File: src/rtl/coax_rx_frame_ctrl.sv
// coax_rx_frame_ctrl
// Frames bit-timer sample strobes into 10-bit words. The controller hunts for
// a run of ones followed by a zero delimiter. It then repeats this slot
// sequence: a sync slot, 10 data slots (MSB first) and a parity slot. A zero
// in the sync slot ends the message. Whenever a message ends or lock is lost,
// the bit timer is re-armed through bit_timer_reset.
// Optional feature macro: COAX_RX_PARITY_CHECK_EN (even-parity check on each word).
module coax_rx_frame_ctrl #(
  parameter int START_BITS = 5,
  parameter int END_HOLD   = 2
) (
  input  logic       clk,
  input  logic       reset_n,
  input  logic       rx,
  input  logic       sample,
  input  logic       synchronized,
  output logic       bit_timer_reset,
  output logic       active,
  output logic [9:0] data,
  output logic       data_valid,
  output logic       parity_error,
  output logic       loss_error
);

  localparam int CNT_W  = $clog2(START_BITS + 1);
  localparam int HOLD_W = (END_HOLD > 1) ? $clog2(END_HOLD) : 1;

  typedef enum logic [2:0] {
    S_HUNT,
    S_SYNC,
    S_DATA,
    S_PARITY,
    S_END
  } state_t;

  state_t             state_q, state_d;
  logic [CNT_W-1:0]   cnt_q, cnt_d;
  logic [3:0]         idx_q, idx_d;
  logic [9:0]         shift_q, shift_d;
  logic [HOLD_W-1:0]  hold_q, hold_d;
  logic [9:0]         data_q, data_d;
  logic               dv_q, dv_d;
  logic               pe_q, pe_d;
  logic               le_q, le_d;
  logic               bit_ev;
  logic               in_msg;

  // The start-run counter saturates at the delimiter threshold and does not wrap.
  function automatic logic [CNT_W-1:0] sat_inc(input logic [CNT_W-1:0] v);
    return (v == CNT_W'(START_BITS)) ? v : v + 1'b1;
  endfunction

`ifdef COAX_RX_PARITY_CHECK_EN
  // A correct word has even parity over the 10 data bits plus the parity bit.
  function automatic logic parity_of(input logic [9:0] w, input logic p);
    return ^{w, p};
  endfunction
`endif

  assign bit_ev = sample & synchronized;
  assign in_msg = (state_q == S_SYNC) || (state_q == S_DATA) || (state_q == S_PARITY);

  // Next-state, deserializer and output-strobe decode
  always_comb begin
    state_d = state_q;
    cnt_d   = cnt_q;
    idx_d   = idx_q;
    shift_d = shift_q;
    hold_d  = hold_q;
    data_d  = data_q;
    dv_d    = 1'b0;
    pe_d    = 1'b0;
    le_d    = 1'b0;
    case (state_q)
      S_HUNT: begin
        if (!synchronized) begin
          cnt_d = '0;
        end else if (bit_ev) begin
          if (rx) begin
            cnt_d = sat_inc(cnt_q);
          end else if (cnt_q == CNT_W'(START_BITS)) begin
            state_d = S_SYNC;
            cnt_d   = '0;
          end else begin
            cnt_d = '0;
          end
        end
      end
      S_SYNC: begin
        if (bit_ev) begin
          if (rx) begin
            state_d = S_DATA;
            idx_d   = 4'd9;
          end else begin
            state_d = S_END;
            hold_d  = '0;
          end
        end
      end
      S_DATA: begin
        if (bit_ev) begin
          shift_d = {shift_q[8:0], rx};
          if (idx_q == 4'd0) begin
            state_d = S_PARITY;
          end else begin
            idx_d = idx_q - 4'd1;
          end
        end
      end
      S_PARITY: begin
        if (bit_ev) begin
          data_d  = shift_q;
          dv_d    = 1'b1;
`ifdef COAX_RX_PARITY_CHECK_EN
          pe_d    = parity_of(shift_q, rx);
`endif
          state_d = S_SYNC;
        end
      end
      S_END: begin
        // Inputs are ignored here; only the hold timer advances.
        if (hold_q == HOLD_W'(END_HOLD - 1)) begin
          state_d = S_HUNT;
          hold_d  = '0;
          cnt_d   = '0;
        end else begin
          hold_d = hold_q + 1'b1;
        end
      end
      default: state_d = S_HUNT;
    endcase

    // Losing lock mid-message overrides any bit event in the same cycle.
    if (in_msg && !synchronized) begin
      state_d = S_END;
      hold_d  = '0;
      shift_d = '0;
      data_d  = data_q;
      dv_d    = 1'b0;
      pe_d    = 1'b0;
      le_d    = 1'b1;
    end
  end

  // State and datapath registers
  always_ff @(posedge clk or negedge reset_n) begin
    if (!reset_n) begin
      state_q <= S_HUNT;
      cnt_q   <= '0;
      idx_q   <= '0;
      shift_q <= '0;
      hold_q  <= '0;
      data_q  <= '0;
      dv_q    <= 1'b0;
      pe_q    <= 1'b0;
      le_q    <= 1'b0;
    end else begin
      state_q <= state_d;
      cnt_q   <= cnt_d;
      idx_q   <= idx_d;
      shift_q <= shift_d;
      hold_q  <= hold_d;
      data_q  <= data_d;
      dv_q    <= dv_d;
      pe_q    <= pe_d;
      le_q    <= le_d;
    end
  end

  assign active          = in_msg;
  assign bit_timer_reset = (state_q == S_END);
  assign data            = data_q;
  assign data_valid      = dv_q;
  assign parity_error    = pe_q;
  assign loss_error      = le_q;

endmodule
File: config.mk
export PLATFORM = sky130hd
export DESIGN_NAME = coax_rx_frame_ctrl
export DESIGN_NICKNAME = d
export VERILOG_FILES = /design/src/rtl/coax_rx_frame_ctrl.sv
export SDC_FILE = /design/constraint.sdc
export NUM_CORES = 1
export LEC_CHECK = 0
export ABC_AREA = 0
export ABC_CLOCK_PERIOD_IN_PS = 2500
export BUFFER_PORTS_ARGS = -buffer_cell sky130_fd_sc_hd__buf_4
export CAP_MARGIN = 25
export CORE_MARGIN = 5
export CORE_UTILIZATION = 45
export DETAILED_ROUTE_END_ITERATION = 10
export PLACE_DENSITY_LB_ADDON = 0.3
export SLEW_MARGIN = 20
export SYNTH_ARGS = -nofsm -noshare
export SYNTH_HDL_FRONTEND = slang
export SYNTH_SLANG_ARGS = --single-unit
File: constraint.sdc
create_clock -name clk -period 2.5 [get_ports clk]
set_input_delay 0.25 -clock clk [delete_from_list [all_inputs] [get_ports clk]]
set_output_delay 0.25 -clock clk [all_outputs]
set_load 0.005 [all_outputs]
# [After elaboration in Yosys (flattened, before gate mapping)]
# Index checks and enable logic that the tools add are counted.
[word_totals] register_bits=33 input_bits=5 output_inout_bits=15 wordCells=86
[classes] n_addsub=3 eq_ne=22 mux=34 n_bitwise=2 reduce_logical=17
[ops] op="$mux W3" n=15
[ops] op="$mux W10" n=3
[ops] op="$mux W4" n=4
[ops] op="$ne A3 B3 Y1 const B" n=5
[ops] op="$pmux W3 S5" n=1
[ops] op="$ne A3 B2 Y1 const B" n=4
[ops] op="$reduce_and A9 Y1" n=1
[ops] op="$mux W1" n=8
[ops] op="$ne A2 B2 Y1 const B" n=4
[ops] op="$pmux W4 S2" n=1
[ops] op="$reduce_bool A2 Y1" n=4
[ops] op="$eq A3 B2 Y1 const B" n=2
[ops] op="$eq A3 B3 Y1 const B" n=2
[ops] op="$ne A3 B1 Y1 const B" n=2
[ops] op="$pmux W3 S2" n=1
[ops] op="$reduce_and A3 Y1" n=2
[ops] op="$reduce_and A5 Y1" n=1
[ops] op="$logic_not A4 Y1" n=1
[ops] op="$ne A4 B4 Y1 const B" n=1
[ops] op="$reduce_and A4 Y1" n=1
[ops] op="$sub A4 B1 Y4 const B" n=1
[ops] op="$add A3 B1 Y3 const B" n=1
[ops] op="$eq A3 B1 Y1 const B" n=1
[ops] op="$logic_not A3 Y1" n=1
[ops] op="other kinds (10)" n=11

# [Longest topological paths before layout]
[logic_depth] depth_word=7 depth_mapped=6

# [Worst setup path before layout]
# OpenSTA, ideal clock, no wires.
[synth_path] path_type="reg2reg" from="reg idx_q[0]" to="reg idx_q[1]" setup_ps=130 arrival_time_ps=1433 required_ps=2370 slack_ps=936 stages_incl_launch_ff=7 n_path_buf=0 period_less_slack_ps=1564 path_cell_list="dfrtp_1 -> inv_1 -> ha_1 -> or3b_1 -> a22oi_1 -> or2_4 -> o31ai_2"
[synth_between] elab_chain_cells=4 word_cells_on_any_way=7
[synth_lines] item="start: declaration" line_no="38" text="logic [3:0] idx_q, idx_d;"
[synth_lines] item="start signal: assignment" line_no="160" text="idx_q <= idx_d;"
[synth_lines] item="$sub A4 B1 Y4" line_no="106" text="idx_d = idx_q - 4'd1;"
[synth_lines] item="$mux W4" line_no="103" text="if (idx_q == 4'd0) begin"
[synth_lines] item="$mux W4" line_no="101" text="if (bit_ev) begin"
[synth_lines] item="$pmux W4 S2" line_no="74" text="case (state_q)"
# Several ways; a longest one is shown, not always the timed one. The select of a mux whose other input is x is not followed.
# A chain may end at the register's enable or synchronous reset.

# [Final worst setup path]
[layout_path] from="reg idx_q[0]" to="reg idx_q[0]"
# The elaborated chain is that of the path after synthesis.

==> results.tsv <==
stage	metric	value	unit
outcome	status	finished, final reports clean	
clock_network	cts_tree	built	
global_route	grt_pass1_wl	4.99	mm
power	p_per_area	555	nW/um^2
synthesis	ys_warn_count	0	
sta	period_needed	1.76	ns
run	max_cap_violations	0	
floorplanning	chipHeight	69.0	microns
synthesis	syn-num-nets	140	
placed_design	place_congestion	0.950	
clock_network	clock_path_buffers	2	
setup_path	required	2.72	ns
global_route	grt_remaining_overflow	0	
sta	period_share	0.706	
min_path	hold_class	in -> reg	
sta	final-max-slew-violation-count	0	
drt	wl	2.83	mm
sta	fin_skew	0.00760	ns
floorplanning	start_util	0.465	
global_route	track_usage	0.145	
sta	hold_slack	0.188	ns
sta	finalSetupTns	0	ns
power	vdd_drop_max	0.373	mV
finish	layout-drive-gt1-share	0.240	
synthesis	synth_area_per_cell	11.9	sq um
synthesis	yosys.cell_types.count	42	
synthesis	synth.cell_area	1570	sq um
setup_path	critPathCaptureType	register	
sta	grt_setup_unrepaired	no	
sta	finalSetupViolations	0	
finish	area_growth	16.3	%
floorplanning	die_x	69.0	microns
setup_path	cp_max_fo	3	
synthesis	ys_ff_latch	33	
synthesis	synth_flop_cell	dfrtp_1	
clock_network	numCtsBuffers	5	
finish	antenna_cells	0	
global_route	antenna_found_initial	0	
drt	routed_via_density	5.45	
setup_path	arrival	1.98	ns
setup_path	startpoint_type	register	
drt	route.detailed.drc	0	
placed_design	io_buffers	18	
finish	layout_commonest_cell	dfrtp_1	
synthesis	async_reset_ff_frac	1.00	
synthesis	synth_edf_count	0	
drt	first_pass_iters	4	
finish	final_nets	161	
drt	vias	1089	
finish	final_cell_mix	dfrtp_1, buf_4, a22o_1	
finish	final_core_util	0.541	
setup_path	worstSetupPathType	reg -> reg	
sta	finalHoldViolations	0	
global_route	grt_pass1_vias	1060	
synthesis	synth-seq-area-share	0.528	
floorplanning	rows	21	
floorplanning	ioPinCount	20	
drt	wire_per_inst	14.2	microns
floorplanning	coreArea	3360	sq um
clock_network	numClockSinks	33	
drt	drtIter0Drc	76	
synthesis	synth_cells	132	
clock_network	clkSlewWorstSetupHoldPaths	0.10	ns
drt	route.antenna.remaining_nets	0	
clock_network	clk_latency	0.33	ns
clock_network	root_buffer	clkbuf_4	
clock_network	ctsHtreeMaxLevel	2	
floorplanning	die_area	4760	sq um
power	power.leakage	0.000887	uW
global_route	grt_max_degree	34	
sta	clock.fmax	567	MHz
placed_design	dpl.hpwl	1.99	mm
path summary, 6_finish.rpt:
check | from | end | slack (ns) | cells after the start
setup / recovery | idx_q[0] | idx_q[0] | 0.74 | 6
hold / removal | synchronized | loss_error | 0.19 | 2
setup reg to reg | idx_q[0] | idx_q[0] | 0.74 | 6
hold reg to reg | data[4] | data[4] | 0.49 | 1
max in group asynchronous | reset_n | idx_q[3] | 1.82 | 2
min in group asynchronous | reset_n | state_q[0] | 0.39 | 2
cells in the mapped netlist (2+ instances only):
| cell | number | area, sq um |
|---|---|---|
| nand2b_1 | 4 | 25.0 |
| buf_2 | 2 | 10.0 |
| nor2b_1 | 2 | 12.5 |
| ha_1 | 3 | 37.5 |
| buf_4 | 4 | 30.0 |
| dfrtp_1 | 33 | 826 |
| inv_1 | 5 | 18.8 |
| mux2i_1 | 2 | 20.0 |
| nand3b_1 | 2 | 15.0 |
| or3b_1 | 2 | 17.5 |
| nand2_1 | 6 | 22.5 |
| a22o_1 | 11 | 96.3 |
| a21oi_1 | 5 | 25.0 |
| mux2_1 | 10 | 113 |
| o21ai_0 | 4 | 20.0 |
| nor3_1 | 3 | 15.0 |
| nor2_1 | 5 | 18.8 |
| o21ai_1 | 5 | 25.0 |
sequential cells by signal, summed over array words and instances, names as in the netlist:
signal	cells
loss_error	1
shift_q	10
cnt_q	3
idx_q	4
data	10
hold_q	1
state_q	3
data_valid	1
kinds of logic after synthesis:
kind of cell / count (synthesis) / synth area share
multiplexers: 12 / 0.0847
adder cells (fa/ha/maj): 3 / 0.0240
AO/OA/AOI/OAI: 33 / 0.156
other: 1 / 0.00240
AND/OR/NAND/NOR: 37 / 0.160
buffers and inverters: 12 / 0.0400
flip-flops: 33 / 0.528
XOR/XNOR: 1 / 0.00560
worst max-delay path, cell delays in order, from the launching register on:
cell and delay [ns]:
dfrtp_1 0.42, inv_1 0.07, ha_1 0.19, or3b_1 0.41, a22oi_1 0.31, or2_4 0.20
mux2i_1 0.07
metrics by stage:
step	instance area, sq um	total power [uW]	cells	setup slack, ns
after CTS	1820	1020	200	0.733
after detailed placement	1730	611	191	0.757
after global routing	1820	1060	200	0.630
after floorplan	1570	589	132	0.936
after global placement	1730	609	191	0.802
final	1820	1010	200	0.736
power by group:
group	total [uW]	switching [uW]	internal, uW
logic	50.7	29.4	21.3
clock network	409	170	239
registers	550	7.94	542
cell type report:
cell class	count	area (sq um)
clock buffer	7	55.1
clock inverter	1	30.0
fill	316	1540
inverter	6	22.5
multi-input combinational	87	677
sequential	33	826
tap	46	57.6
timing repair buffer	20	153
routing by layer:
metal | up-vias | global-route usage | part of all wire
met1 | 523 | 0.188 | 0.46
met2 | 42 | 0.218 | 0.46
met5 | - | 0 | 0
met3 | 5 | 0.0340 | 0.060
met4 | 0 | 0.0876 | 0.014
li1 | 519 | - | -
repair_timing:
action	in CTS	in global routing
hold buffers	1	0
setup buffers	0	0
hold endpoints to repair	33	0
resized for setup	0	0
Power figures use the tool's default switching activity.
